`config.mk`:
```
export PLATFORM = sky130hd
export DESIGN_NAME = fetch_unit
export DESIGN_NICKNAME = d
export VERILOG_FILES = /design/src/rtl/fetch_unit_pkg.sv /design/src/rtl/fetch_unit_queue.sv /design/src/rtl/fetch_unit.sv
export SDC_FILE = /design/constraint.sdc
export NUM_CORES = 1
export LEC_CHECK = 0
export CAP_MARGIN = 5
export CORE_MARGIN = 1
export CORE_UTILIZATION = 57
export CTS_CLUSTER_DIAMETER = 200
export DETAILED_ROUTE_END_ITERATION = 12
export PLACE_DENSITY = 0.86
export SLEW_MARGIN = 10
export SYNTH_ARGS = -nofsm -noshare
export SYNTH_HDL_FRONTEND = slang
export SYNTH_SLANG_ARGS = --single-unit
```
`constraint.sdc`:
```
create_clock -name clk -period 3.7 [get_ports clk]
set_clock_uncertainty 0.15 [all_clocks]
set_input_delay 0.74 -clock clk [delete_from_list [all_inputs] [get_ports clk]]
set_output_delay 0.74 -clock clk [all_outputs]
set_load 0.05 [all_outputs]
```
`src/rtl/fetch_unit_pkg.sv`:
```
// Shared definitions for the instruction fetch unit: FSM states, queue
// entry layout, default queue depth and an address-alignment helper.
package fetch_unit_pkg;

    localparam int unsigned QDEPTH_DEFAULT = 2;

    typedef enum logic [1:0] {
        ST_FETCH   = 2'd0,  // request driven, response will be queued
        ST_HOLD    = 2'd1,  // queue full, no request
        ST_DISCARD = 2'd2   // request driven, response will be dropped
    } fetch_state_e;

    typedef struct packed {
        logic [31:0] pc;
        logic [31:0] inst;
    } fetch_entry_t;

    function automatic logic [31:0] word_align(input logic [31:0] addr);
        return {addr[31:2], 2'b00};
    endfunction

endpackage

```
`src/rtl/fetch_unit_queue.sv`:
```
// Small circular prefetch queue. Flush has priority over push and pop;
// push and pop may coincide, including when full.
module fetch_queue
    import fetch_unit_pkg::*;
#(
    parameter int unsigned DEPTH = QDEPTH_DEFAULT
) (
    input  logic                             clk,
    input  logic                             rst,
    input  logic                             push,
    input  fetch_entry_t                     push_entry,
    input  logic                             pop,
    input  logic                             flush,
    output fetch_entry_t                     head,
    output logic                             full,
    output logic                             empty,
    output logic [$clog2(DEPTH+1)-1:0]       count
);

    localparam int unsigned PW = (DEPTH > 1) ? $clog2(DEPTH) : 1;
    localparam int unsigned CW = $clog2(DEPTH + 1);

    fetch_entry_t          mem_q [DEPTH];
    fetch_entry_t          mem_d [DEPTH];
    logic [PW-1:0]         wr_ptr_q, wr_ptr_d;
    logic [PW-1:0]         rd_ptr_q, rd_ptr_d;
    logic [CW-1:0]         count_q, count_d;
    logic                  do_push, do_pop;

    function automatic logic [PW-1:0] ptr_inc(input logic [PW-1:0] p);
        return (p == PW'(DEPTH - 1)) ? '0 : p + PW'(1);
    endfunction

    assign empty   = (count_q == '0);
    assign full    = (count_q == CW'(DEPTH));
    assign count   = count_q;
    assign head    = mem_q[rd_ptr_q];
    assign do_pop  = pop && !empty;
    assign do_push = push && (!full || do_pop);

    // Next pointers, occupancy and storage contents.
    always_comb begin
        // NOTE: every variable gets a default first so no path leaves it unassigned and infers a latch.
        mem_d    = mem_q;
        wr_ptr_d = wr_ptr_q;
        rd_ptr_d = rd_ptr_q;
        count_d  = count_q;
        if (flush) begin
            wr_ptr_d = '0;
            rd_ptr_d = '0;
            count_d  = '0;
        end else begin
            if (do_push) begin
                mem_d[wr_ptr_q] = push_entry;
                wr_ptr_d        = ptr_inc(wr_ptr_q);
            end
            if (do_pop) begin
                rd_ptr_d = ptr_inc(rd_ptr_q);
            end
            count_d = count_q + CW'(do_push) - CW'(do_pop);
        end
    end

    // Queue state registers.
    always_ff @(posedge clk) begin
        if (rst) begin
            // NOTE: storage is reset too because the head entry drives inst/inst_pc, which must read zero out of reset.
            for (int i = 0; i < int'(DEPTH); i++) begin
                mem_q[i] <= '0;
            end
            wr_ptr_q <= '0;
            rd_ptr_q <= '0;
            count_q  <= '0;
        end else begin
            // NOTE: non-blocking assignments so every flop samples pre-edge values regardless of statement order.
            mem_q    <= mem_d;
            wr_ptr_q <= wr_ptr_d;
            rd_ptr_q <= rd_ptr_d;
            count_q  <= count_d;
        end
    end

endmodule

```
`src/rtl/fetch_unit.sv`:
```
// Instruction fetch unit: single-outstanding memory handshake, redirect
// handling with response discard, and a prefetch queue toward decode.
module fetch_unit
    import fetch_unit_pkg::*;
#(
    parameter logic [31:0] RESET_PC = 32'h0000_0000,
    parameter int unsigned QDEPTH   = QDEPTH_DEFAULT
) (
    input  logic        clk,
    input  logic        rst,
    input  logic        redirect,
    input  logic [31:0] redirect_pc,
    output logic        imem_req,
    output logic [31:0] imem_addr,
    input  logic        imem_ack,
    input  logic [31:0] imem_rdata,
    output logic        inst_valid,
    output logic [31:0] inst,
    output logic [31:0] inst_pc,
    input  logic        inst_ready
);

    localparam int unsigned CW = $clog2(QDEPTH + 1);

    fetch_state_e  state_q, state_d;
    logic [31:0]   fetch_pc_q, fetch_pc_d;
    logic [31:0]   discard_addr_q, discard_addr_d;

    logic          q_push, q_pop, q_flush, q_full, q_empty;
    logic [CW-1:0] q_count;
    logic [CW:0]   occ_after_push;
    fetch_entry_t  q_head;

    assign inst_valid     = !q_empty;
    assign inst           = q_head.inst;
    assign inst_pc        = q_head.pc;
    assign q_pop          = inst_valid && inst_ready;
    assign occ_after_push = {1'b0, q_count} + {{CW{1'b0}}, 1'b1} - {{CW{1'b0}}, q_pop};

    fetch_queue #(.DEPTH(QDEPTH)) u_queue (
        .clk        (clk),
        .rst        (rst),
        .push       (q_push),
        .push_entry ('{pc: imem_addr, inst: imem_rdata}),
        .pop        (q_pop),
        .flush      (q_flush),
        .head       (q_head),
        .full       (q_full),
        .empty      (q_empty),
        .count      (q_count)
    );

    // Next-state, fetch address and memory request generation.
    always_comb begin
        state_d        = state_q;
        fetch_pc_d     = fetch_pc_q;
        discard_addr_d = discard_addr_q;
        q_push         = 1'b0;
        q_flush        = 1'b0;
        imem_req       = 1'b0;
        imem_addr      = fetch_pc_q;
        unique case (state_q)
            ST_FETCH: begin
                imem_req = 1'b1;
                if (redirect) begin
                    q_flush    = 1'b1;
                    fetch_pc_d = word_align(redirect_pc);
                    if (imem_ack) begin
                        state_d = ST_FETCH;
                    end else begin
                        state_d        = ST_DISCARD;
                        discard_addr_d = fetch_pc_q;
                    end
                end else if (imem_ack) begin
                    q_push     = 1'b1;
                    fetch_pc_d = fetch_pc_q + 32'd4;
                    state_d    = (occ_after_push == (CW+1)'(QDEPTH)) ? ST_HOLD : ST_FETCH;
                end
            end
            ST_HOLD: begin
                if (redirect) begin
                    q_flush    = 1'b1;
                    fetch_pc_d = word_align(redirect_pc);
                    state_d    = ST_FETCH;
                end else if (!q_full || q_pop) begin
                    state_d = ST_FETCH;
                end
            end
            ST_DISCARD: begin
                // The old request stays on the bus until it completes; its data is never queued.
                imem_req  = 1'b1;
                imem_addr = discard_addr_q;
                if (redirect) begin
                    q_flush    = 1'b1;
                    fetch_pc_d = word_align(redirect_pc);
                end
                if (imem_ack) begin
                    state_d = ST_FETCH;
                end
            end
            default: begin
                state_d = ST_FETCH;
            end
        endcase
        if (rst) begin
            imem_req = 1'b0;
        end
    end

    // FSM and fetch address registers.
    always_ff @(posedge clk) begin
        if (rst) begin
            state_q        <= ST_FETCH;
            fetch_pc_q     <= RESET_PC;
            discard_addr_q <= RESET_PC;
        end else begin
            state_q        <= state_d;
            fetch_pc_q     <= fetch_pc_d;
            discard_addr_q <= discard_addr_d;
        end
    end

endmodule
```
== Word-level counts from Yosys, hierarchy flattened ==
Cells that the tools add are included.
Operators by class
  add/sub/neg operators: 7
  order comparisons: 3
  equality and inequality tests: 8
  mux-type cells: 28
  bitwise operators: 4
  reduce and logical (&&, ||, !) cells: 19
Operator list (count)
  two-way mux 64 bit: 4
  bitwise mux 128 bit: 1
  two-way mux 32 bit: 4
  demux 64 bit (select 1 bit): 1
  case mux 32 bit (2 select lines): 1
  adder 32 x 3 -> 32 bit, second input constant: 1
  two-way mux 2 bit: 6
  two-way mux 1 bit: 10
  AND reduction 3 bit: 3
  != test 3 bit, second input constant: 2
  case mux 2 bit (3 select lines): 1
  OR reduction 2 bit: 3
  equality test 2 bit, second input constant: 2
  greater-or-equal comparator 2 bit, second input constant: 2
  logical AND 1 bit: 4
  logical NOT 2 bit: 2
  inverter 1 -> 2 bit: 2
  adder 2 x 1 -> 3 bit, second input constant: 1
  equality test 3 x 2 -> 1 bit, second input constant: 1
  OR reduction 3 bit: 1
  subtractor 3 x 1 -> 3 bit: 1
  adder 1 bit, second input constant: 2
  adder 2 x 1 -> 2 bit: 1
  equality test 2 x 1 -> 1 bit, second input constant: 1
  9 further kinds: 12
Word-level totals
  register bits after elaboration: 198
  input port bits: 69

== Logic depth before layout (Yosys ltp) ==
Gate-level depths: netlist of run 1.
  depth in word-level cells: 9
  depth in mapped cells: 10

== Hierarchy ==
Synthesis of run 1 repeated with hierarchy kept, for this count alone.
Second synthesis, totals
  cell total of the unflattened synthesis: 1068
  area total of the unflattened synthesis: 9972.1 um2
Modules (own cells, without submodules)
  fetch_queue: times used 1, cells each 583, area an instance 6278.5 um2
  fetch_unit: times used 1, cells each 485, area an instance 3693.5 um2

== Least setup slack after synthesis of run 1 ==
No wires, ideal clock.
  path type: input -> output
  start point: input port rst
  end point: output port imem_req
  data arrival time: 1.991 ns
  setup slack: 0.819 ns
  cell stages on the path: 4
  path through: clkbuf_1 clkbuf_1 buf_1 nor2_1
On the way
  longest elaborated chain between the ends: 1
Ends and longest elaborated chain
  start: declaration: RTL line fetch_unit.sv:10  | input logic rst,
  two-way mux 1 bit: RTL line fetch_unit.sv:105  | if (rst) begin
  end: declaration: RTL line fetch_unit.sv:13  | output logic imem_req,
Every way passes these cells.

== Final worst setup path of run 1 ==
  start point: register state_q[0]
  end point: output port imem_addr[27]
On the way
  longest elaborated chain between the ends: 2
Ends and longest elaborated chain
  start: declaration: RTL line fetch_unit.sv:25  | fetch_state_e state_q, state_d;
  start signal: assignment: RTL line fetch_unit.sv:117  | state_q <= state_d;
  equality test 2 bit: RTL line fetch_unit.sv:62  | unique case (state_q)
  two-way mux 32 bit: RTL line fetch_unit.sv:62
  end: declaration: RTL line fetch_unit.sv:14  | output logic [31:0] imem_addr,
Every way passes these cells.

==> flow_summary.yaml, run 1 <==
status:
  status: "finished, final reports clean"
finish:
  drive_above_1_share_pct: 11.17
  nets: 1247
  antenna_cells: 0
  fillers: 1136
  area_growth_pct: 25.43
synth:
  syn_area_per_cell_sq_um: 8.317
  synth_edf_count: 0
  ys_seq_elements: 190
  yosys_warnings: 0
  syn_inst: 1064
  async_flop_share_pct: 0
  yosysSeqAreaShare_pct: 42.98
  synth-main-ff-cell: "dfxtp_1"
  synthesis.area_sq_mm: 0.008850
  synth_cell_type_count: 66
sta:
  hold_viol: 0
  slew_violations: 0
  final.period_utilization_pct: 97.37
  fmax_mhz: 277.6
  slew_headroom_pct: 41.25
  rsz0062_at_grt: "no"
  setup_viol: 0
  worstMarginPinSlew_ns: 0.8813
  tns_ns: 0
  layout_min_cycle_time_ns: 3.603
  setup_ws_ns: 0.09721
floorplanning:
  die_x_um: 126.6
  core_area_sq_mm: 0.01520
  dieArea_sq_mm: 0.01603
  start_util_pct: 58.21
  die_h_um: 126.6
  boundaryPins: 167
  row_count: 45
grt:
  antenna_found_initial: 0
  grt_pass1_vias: 7328
  grtUsageTotal_pct: 28.23
  grt_first_pass_wirelength_mm: 36.14
  grt_max_degree: 191
  gr-total-overflow: 0
worst_setup_path:
  rr_worst_depth: 8
  timing.rr.start: "state_q[0]"
  cp_max_fo: 23
  worstPathRequired_ns: 2.81
  timing.rr.end: "u_queue.mem_q[55]"
  cp.arrival_ns: 2.71
  crit_type: "reg -> out"
  critPathLaunchType: "flip-flop"
  end_kind: "primary output"
  r2r_slack_ns: 1.00
worst_hold_path:
  min_delay_worst_endpoint: "u_queue.mem_q[26]"
  hp-start: "u_queue.mem_q[26]"
  hold_path_depth: 2
  hold_class: "reg -> reg"
detailed_routing:
  vias: 8029
  firstDrtPassIters: 5
  wl_per_cell_um: 16.57
  routed_wl_mm: 22.70
  drc: 0
  drt-initial-drc-count: 745
  drtAntennaViolNets: 0
  via_per_inst: 5.861
power:
  pwr_density_cell_mw_per_mm2: 454.1
  ir_drop_uv: 324.7
  total_power_mw: 5.040
  p_leak_nw: 4.251
clock_network:
  cts_setup_buffers: 0
  h-tree-depth: 4
  cts.sinks: 190
  clk_pin_slew_ns: 0.07
  numCtsBuffers: 17
  cts_root_buf: "clkbuf_16"
  ctsHoldBuffers: 0
  cts_buffer_depth: 2
  worstSkewPairLatency_ns: 0.43
  cts_tree: "yes"
job:
  cap_viol_max_count: 0
place:
  gp_congestion: 0.8755
  preCtsSetupSlack_ns: 0.5287
  place_hpwl_mm: 14.47
  io_buffers: 160
[routing by layer]
layer / GRT usage [%] / vias to the layer above / wire length [um]
met2: 45.21 / 329 / 10760
met4: 10.13 / 0 / 518
met3: 5.314 / 49 / 1538
met1: 38.10 / 3764 / 9883
li1: - / 3887 / -
met5: 0 / - / 0
[stage by stage]
stage               hold WS, ns  cell area, sq um  util [%]  cells
floorplan                0.2829              8861         -   1067
global placement         0.2873             10480     68.91   1338
detailed placement       0.2933             10480     68.91   1338
CTS                      0.3040             11080     72.87   1370
global route             0.3177             11100     73.02   1370
finish                   0.3029             11100     73.02   1370
[area by class of cell]
class / count / area (sq um) / share of cell area [%]
clock buffers: 17 / 425.4 / 3.832
clock inverters: 15 / 177.7 / 1.601
inverters: 41 / 153.9 / 1.386
multi-input cells: 744 / 4506 / 40.59
flip-flops and latches: 190 / 3805 / 34.28
well taps: 188 / 235.2 / 2.119
repair buffers: 175 / 1798 / 16.20
[synthesized netlist by cell type (all sizes together) (2+ instances only)]
| cell | number | area share (%) |
|---|---|---|
| nand2 | 216 | 9.2 |
| dfxtp | 190 | 43 |
| a21oi | 110 | 6.2 |
| nor2 | 95 | 4.0 |
| a211oi | 64 | 5.4 |
| mux2 | 63 | 8.0 |
| clkbuf | 50 | 2.1 |
| buf | 42 | 2.5 |
| inv | 41 | 1.7 |
| mux2i | 36 | 4.1 |
| o21ai | 18 | 1.1 |
| nand3 | 13 | 0.85 |
| nand4 | 11 | 1.1 |
| nor3 | 10 | 0.62 |
| ha | 9 | 1.3 |
| a22oi | 8 | 0.68 |
| a32oi | 8 | 0.79 |
| nor4 | 7 | 0.98 |
| o22ai | 7 | 0.49 |
| and3 | 6 | 0.42 |
| a2bb2oi | 4 | 0.40 |
| a31oi | 4 | 0.28 |
| or2 | 4 | 0.28 |
| or3 | 4 | 0.30 |
| a21o | 3 | 0.25 |
| a311oi | 3 | 0.30 |
| nand2b | 3 | 0.21 |
| nand4b | 3 | 0.30 |
| and2 | 2 | 0.14 |
| and4 | 2 | 0.20 |
| nand3b | 2 | 0.17 |
| nor3b | 2 | 0.17 |
| o211ai | 2 | 0.23 |
| o21a | 2 | 0.17 |
| o31ai | 2 | 0.17 |
| xor2 | 2 | 0.20 |
[power by group]
part | internal [mW] | leakage (nW) | switching (mW)
Clock | 1.02 | 0.290 | 0.844
Sequential | 2.13 | 1.55 | 0.0901
Combinational | 0.352 | 2.41 | 0.600
[cell usage in the layout (no fill, tap or decap), types with 9 or more instances in the layout]
master           Yosys  final
nand3_1             11     11
nor3_1               9      9
nand4_1              9      9
clkdlybuf4s50_1      0    149
nand2_1            216    216
dlymetal6s2s_1       0      9
a211oi_1            64     64
inv_1               41     41
a21oi_1            110    110
o21ai_0             16     16
mux2i_1             36     36
mux2_2              62     62
nor2_1              95     95
dfxtp_1            190    189
clkbuf_16            0     17
buf_4                7     11
[cells by family after synthesis]
kind of cell / Yosys count / share of synthesized area, %
AND/OR/NAND/NOR: 384 / 19.48
multiplexers: 99 / 12.09
buffers and inverters: 133 / 6.348
other: 1 / 0.04237
adder cells (fa/ha/maj): 9 / 1.272
flip-flops: 190 / 42.98
AO/OA/AOI/OAI: 245 / 17.49
XOR/XNOR: 3 / 0.2970
[registers in the layout (all words and copies together) (netlist names)]
| name | cells |
|---|---|
| u_queue.mem_q | 124 |
| discard_addr_q | 30 |
| fetch_pc_q | 30 |
| state_q | 2 |
| u_queue.count | 2 |
| u_queue.rd_ptr_q | 1 |
| u_queue.wr_ptr_q | 1 |
[worst max path at each step]
stage,slack [ns],from,end
3_5_place_dp,0.53,state_q[0],imem_addr[15]
6_report,0.1,state_q[0],imem_addr[27]
3_3_place_gp,0.56,state_q[0],imem_addr[15]
5_1_grt,0.002,state_q[0],imem_addr[8]
4_1_cts,0.05,state_q[0],imem_addr[15]
2_1_floorplan,0.82,rst,imem_req
[critical path, cell delays in order (launching register included)]
cell,delay [ns]
dfxtp_1,0.34
inv_1,0.10
ha_2,0.42
buf_12,0.25
mux2i_1,0.35
inv_1,0.07
clkdlybuf4s50_1,0.73
[what timing repair did]
| item | in CTS | in global routing |
|---|---|---|
| resized for setup | 0 | 9 |
| setup endpoints to repair | 0 | 9 |
| endpoints found under the hold margin | 0 | 0 |
No activity file was read; power rests on OpenSTA's default activity.
==> run 2, diff against run 1 <==
- PLACE_DENSITY: 0.86 -> 0.89
==> flow_summary.yaml, run 2 (same netlist as run 1, synthesis figures left out) <==
sta:
  slew_violations: 0
  tns_ns: 0
  fmax_mhz: 284.0
  holdWs_ns: 0.3032
  slew_headroom_pct: 18.83
  hold_viol: 0
  final.period_utilization_pct: 95.15
  layout_min_cycle_time_ns: 3.521
  setup_ws_ns: 0.1795
  worstMarginPinSlew_ns: 1.218
  setup_viol: 0
  rsz0062_at_grt: "no"
clock_network:
  cts_resized: 0
  cts_buffer_depth: 2
  numCtsBuffers: 17
  cts_root_buf: "clkbuf_16"
  cts_tree: "yes"
  cts_setup_buffers: 0
  cts.sinks: 190
  ctsHoldBuffers: 0
  worstSkewPairLatency_ns: 0.44
  h-tree-depth: 4
  clk_pin_slew_ns: 0.07
place:
  place_hpwl_mm: 15.05
  io_buffers: 160
  gp_congestion: 0.9109
  placedCellCount: 1343
  placed_area_sq_mm: 0.01054
  preCtsSetupSlack_ns: 0.5227
worst_hold_path:
  hold_class: "reg -> reg"
  hp-start: "discard_addr_q[20]"
floorplanning:
  die_h_um: 126.6
  boundaryPins: 167
  row_count: 45
  die_x_um: 126.6
  dieArea_sq_mm: 0.01603
  core_area_sq_mm: 0.01520
  start_util_pct: 58.21
finish:
  antenna_cells: 0
  area_growth_pct: 26.16
  mostFrequentLayoutCells: "216 x nand2_1, 189 x dfxtp_1, 158 x clkdlybuf4s50_1, 110 x a21oi_1, 95 x nor2_1"
  top_regs: "u_queue.mem_q x124, discard_addr_q x30, fetch_pc_q x30"
  regArea_sq_mm: 0.003805
  fin_util_pct: 73.44
  fillers: 1087
  largest_register_ffs: 124
  drive_above_1_share_pct: 11.47
  instances_no_fill: 1374
  nets: 1252
  fin_area_sq_mm: 0.01116
  final_common_cell: "nand2_1"
  largest_register: "u_queue.mem_q"
  multi_input_area_sq_mm: 0.004506
grt:
  grt_pass1_vias: 7648
  gr-total-overflow: 0
  grtUsageTotal_pct: 29.05
  grt_first_pass_wirelength_mm: 37.10
  antenna_found_initial: 0
  grt_max_degree: 120
detailed_routing:
  met3WireLength_mm: 1.500
  via_per_inst: 5.911
  drc: 0
  drt-initial-drc-count: 738
  firstDrtPassIters: 5
  routed_wl_mm: 22.94
  drtAntennaViolNets: 0
  dr_wl_met2_mm: 10.79
  wl_per_cell_um: 16.70
  highest_layer: "met4"
  vias: 8122
  wl_met1_mm: 9.819
power:
  power.internal_mw: 3.640
  power_switching_mw: 1.492
  total_power_mw: 5.132
  seqPwrFrac_pct: 43.3
  pwr_density_cell_mw_per_mm2: 459.6
  swShare_pct: 29.07
  p_leak_nw: 4.148
  pwr-share-clk_pct: 38.0
  p_comb_share_pct: 18.7
  ir_drop_uv: 336.5
worst_setup_path:
  timing.rr.start: "state_q[0]"
  worstPathRequired_ns: 2.81
  setup.worst_path.start: "state_q[0]"
  critPathLaunchType: "flip-flop"
  crit_type: "reg -> out"
  cp.arrival_ns: 2.63
  end_kind: "primary output"
  cp_max_fo: 30
status:
  status: "finished, final reports clean"
job:
  cap_viol_max_count: 0
## run 2: cell types whose count changed in the layout (fill, tap and decap cells not counted), sizes merged
cell,delta
buf,+5
bufinv,+2
clkbuf,+1
clkdlybuf4s50,+9
clkinvlp,+1
dlymetal6s2s,-9
inv,-5
## run 2: final cells by class
type,instances,area share [%]
Clock inverter,13,1.681
Inverter,41,1.378
Tap cell,188,2.107
Sequential cell,190,34.08
Timing Repair Buffer,180,16.46
Clock buffer,18,3.934
Multi-Input combinational cell,744,40.36
## run 2: worst paths after layout
path	slack [ns]	cells past startpoint	end
max	0.18	6	imem_addr[26]
min	0.30	2	discard_addr_q[20]
max reg2reg	1.17	8	u_queue.mem_q[10]
min reg2reg	0.30	2	discard_addr_q[20]
## run 2: routing by layer
layer  track usage [%]  vias up
met1             37.37     3805
li1                  -     3906
met5                 0        -
met4             13.75        0
met2             46.70      345
met3             6.158       66
## run 2: power by group through the flow
| stage | Clock [mW] | Combinational [mW] | Sequential, mW |
|---|---|---|---|
| final | 1.95 | 0.958 | 2.22 |
| after floorplan | 0 | 0.657 | 2.23 |
| after detailed placement | 0 | 0.946 | 2.27 |
| after CTS | 1.96 | 0.955 | 2.22 |
| after global routing | 2.05 | 1.02 | 2.24 |
| after global placement | 0 | 0.933 | 2.26 |
## run 2: critical path, cell delays in order, from the launching register on
cell	delay [ns]
dfxtp_1	0.34
inv_1	0.10
ha_2	0.24
buf_12	0.26
mux2i_1	0.39
inv_1	0.11
clkdlybuf4s50_1	0.76
==> run 3, diff against run 2 <==
- CORE_UTILIZATION: 57 -> 58
- HOLD_SLACK_MARGIN: not set -> 0.15
- SYNTH_HIERARCHICAL: not set -> 1
==> flow_summary.yaml, run 3 <==
synth:
  synth_largest_area_cell: "dfxtp_1"
  yosys.area.top_type_share_pct: 38.95
  async_flop_share_pct: 0
  synth-main-ff-cell: "dfxtp_1"
  yosysSeqAreaShare_pct: 38.95
  ys_seq_elements: 194
  syn_area_per_cell_sq_um: 9.337
  synth_edf_count: 0
  synth_cell_type_count: 62
  yosys_warnings: 6
  ys_top_cells_by_count: "196 x nand2b_1, 194 x dfxtp_1, 137 x mux2i_1, 109 x nand2_1, 88 x mux2_2"
  synthTopCellsByArea: "dfxtp_1 39%, mux2i_1 14%, nand2b_1 12%"
  post-synth-top-count-cell: "nand2b_1"
  synthesis.area_sq_mm: 0.009972
  syn_inst: 1068
finish:
  mostFrequentLayoutCells: "196 x nand2b_1, 193 x dfxtp_1, 137 x mux2i_1, 130 x clkdlybuf4s50_1, 109 x nand2_1"
  fillers: 1235
  drive_above_1_share_pct: 15.85
  multi_input_area_sq_mm: 0.005635
  antenna_cells: 0
  nets: 1271
  final_common_cell: "nand2b_1"
  regArea_sq_mm: 0.003885
  area_growth_pct: 21.78
  top_regs: "u_queue/mem_q x128, discard_addr_q x30, fetch_pc_q x30"
  instances_no_fill: 1425
  largest_register: "u_queue/mem_q"
  largest_register_ffs: 128
clock_network:
  cts.sinks: 194
  cts_setup_buffers: 0
  ctsHoldBuffers: 0
  cts_tree: "yes"
  h-tree-depth: 4
  cts_root_buf: "clkbuf_16"
  clk_pin_slew_ns: 0.07
  cts_resized: 0
  numCtsBuffers: 17
  worstSkewPairLatency_ns: 0.44
  cts_buffer_depth: 2
place:
  preCtsSetupSlack_ns: 0.3361
  gp_congestion: 0.9343
  placedCellCount: 1394
  place_hpwl_mm: 16.05
  io_buffers: 162
sta:
  setup_viol: 0
  worstMarginPinSlew_ns: 0.6841
  holdWs_ns: 0.3043
  fmax_mhz: 308.4
  final.period_utilization_pct: 87.62
  setup_ws_ns: 0.4579
  tns_ns: 0
  hold_viol: 0
  rsz0062_at_grt: "no"
  layout_min_cycle_time_ns: 3.242
  slew_violations: 0
  slew_headroom_pct: 53.91
floorplanning:
  core_area_sq_mm: 0.01670
  die_h_um: 133.1
  die_x_um: 133.1
  start_util_pct: 59.71
  boundaryPins: 167
  dieArea_sq_mm: 0.01772
  row_count: 47
worst_setup_path:
  path_buf_inv: 2
  cp_max_fo: 37
  worstPathCellList: "buf_4 > mux2_2 > clkdlybuf4s50_1"
  cpMaxStageDelayCell: "clkdlybuf4s50_1"
  end_kind: "primary output"
  critPathLaunchType: "flip-flop"
  crit_type: "reg -> out"
  crit_family: "buffers and inverters"
  max_stage_delay_ns: 0.74
  worstPathRequired_ns: 2.81
  cp.arrival_ns: 2.35
detailed_routing:
  met3WireLength_mm: 1.406
  drt-initial-drc-count: 556
  vias: 8053
  wl_met1_mm: 10.57
  dr_wl_met2_mm: 11.32
  via_per_inst: 5.651
  drc: 0
  routed_wl_mm: 23.67
  wl_per_cell_um: 16.61
  firstDrtPassIters: 5
  drtAntennaViolNets: 0
  highest_layer: "met4"
power:
  pwr_density_cell_mw_per_mm2: 393.8
  ir_drop_uv: 343.6
  total_power_mw: 4.782
  p_leak_nw: 4.769
job:
  cap_viol_max_count: 0
grt:
  grtUsageTotal_pct: 26.79
  grt_first_pass_wirelength_mm: 38.26
  grt_max_degree: 88
  grt_pass1_vias: 7724
  gr-total-overflow: 0
  antenna_found_initial: 0
worst_hold_path:
  hold_class: "reg -> reg"
status:
  status: "finished, final reports clean"
-- run 3: cell types whose count changed after synthesis, sizes merged, moves of 25 or more --
cell / previous run / this run
a211oi: 64 / 4
a21oi: 110 / 53
inv: 41 / 13
mux2: 63 / 88
mux2i: 36 / 137
nand2: 216 / 109
nand2b: 3 / 196
nor2: 95 / 30
-- run 3: cell type report --
type | count | share of cell area, %
inverters | 13 | 0.4018
clock inverters | 14 | 1.236
multi-input cells | 784 | 46.40
flip-flops and latches | 194 | 31.99
clock buffers | 17 | 3.503
well taps | 220 | 2.267
repair buffers | 183 | 14.20
-- run 3: metal layers --
layer | vias to the layer above | track usage (%)
li1 | 3930 | -
met1 | 3801 | 34.11
met2 | 284 | 45.55
met3 | 38 | 5.175
met4 | 0 | 8.838
met5 | - | 0
-- run 3: path summary, 6_finish.rpt --
kind              cells after the start            endpoint                from  slack, ns
setup reg to reg                      8  u_queue/mem_q[125]          state_q[0]       0.86
setup / recovery                      3            inst[17]    u_queue/rd_ptr_q       0.46
hold reg to reg                       2  discard_addr_q[14]  discard_addr_q[14]       0.30
hold / removal                        2  discard_addr_q[14]  discard_addr_q[14]       0.30
-- run 3: worst register-to-register path, stage by stage (launching register included) --
cell and delay (ns):
dfxtp_1 0.35, inv_1 0.09, ha_1 0.35, nand2_1 0.17
nor2_1 0.24, inv_1 0.14, or4_2 0.66, buf_4 0.34
mux2i_1 0.21
-- run 3: stage by stage --
| stage | instance area [sq um] | utilization [%] |
|---|---|---|
| detailed placement | 11570 | 69.27 |
| floorplan | 9983 | - |
| global route | 12140 | 72.72 |
| finish | 12140 | 72.72 |
| CTS | 12140 | 72.72 |
| global placement | 11570 | 69.27 |
-- run 3: logic make-up after synthesis --
| family | synth area share (%) |
|---|---|
| flops | 38.95 |
| mux | 23.69 |
| compound gates | 7.516 |
| buf+inv | 4.893 |
| xor+xnor | 0.2635 |
| other cells | 0.03761 |
| simple gates | 23.53 |
| fa+ha+maj | 1.129 |
-- run 3: where the power goes --
group	switching [mW]	internal, mW	leakage [nW]	total, mW
registers	0.0761	2.15	1.57	2.22
logic	0.436	0.301	2.93	0.738
clock network	0.871	0.952	0.268	1.82
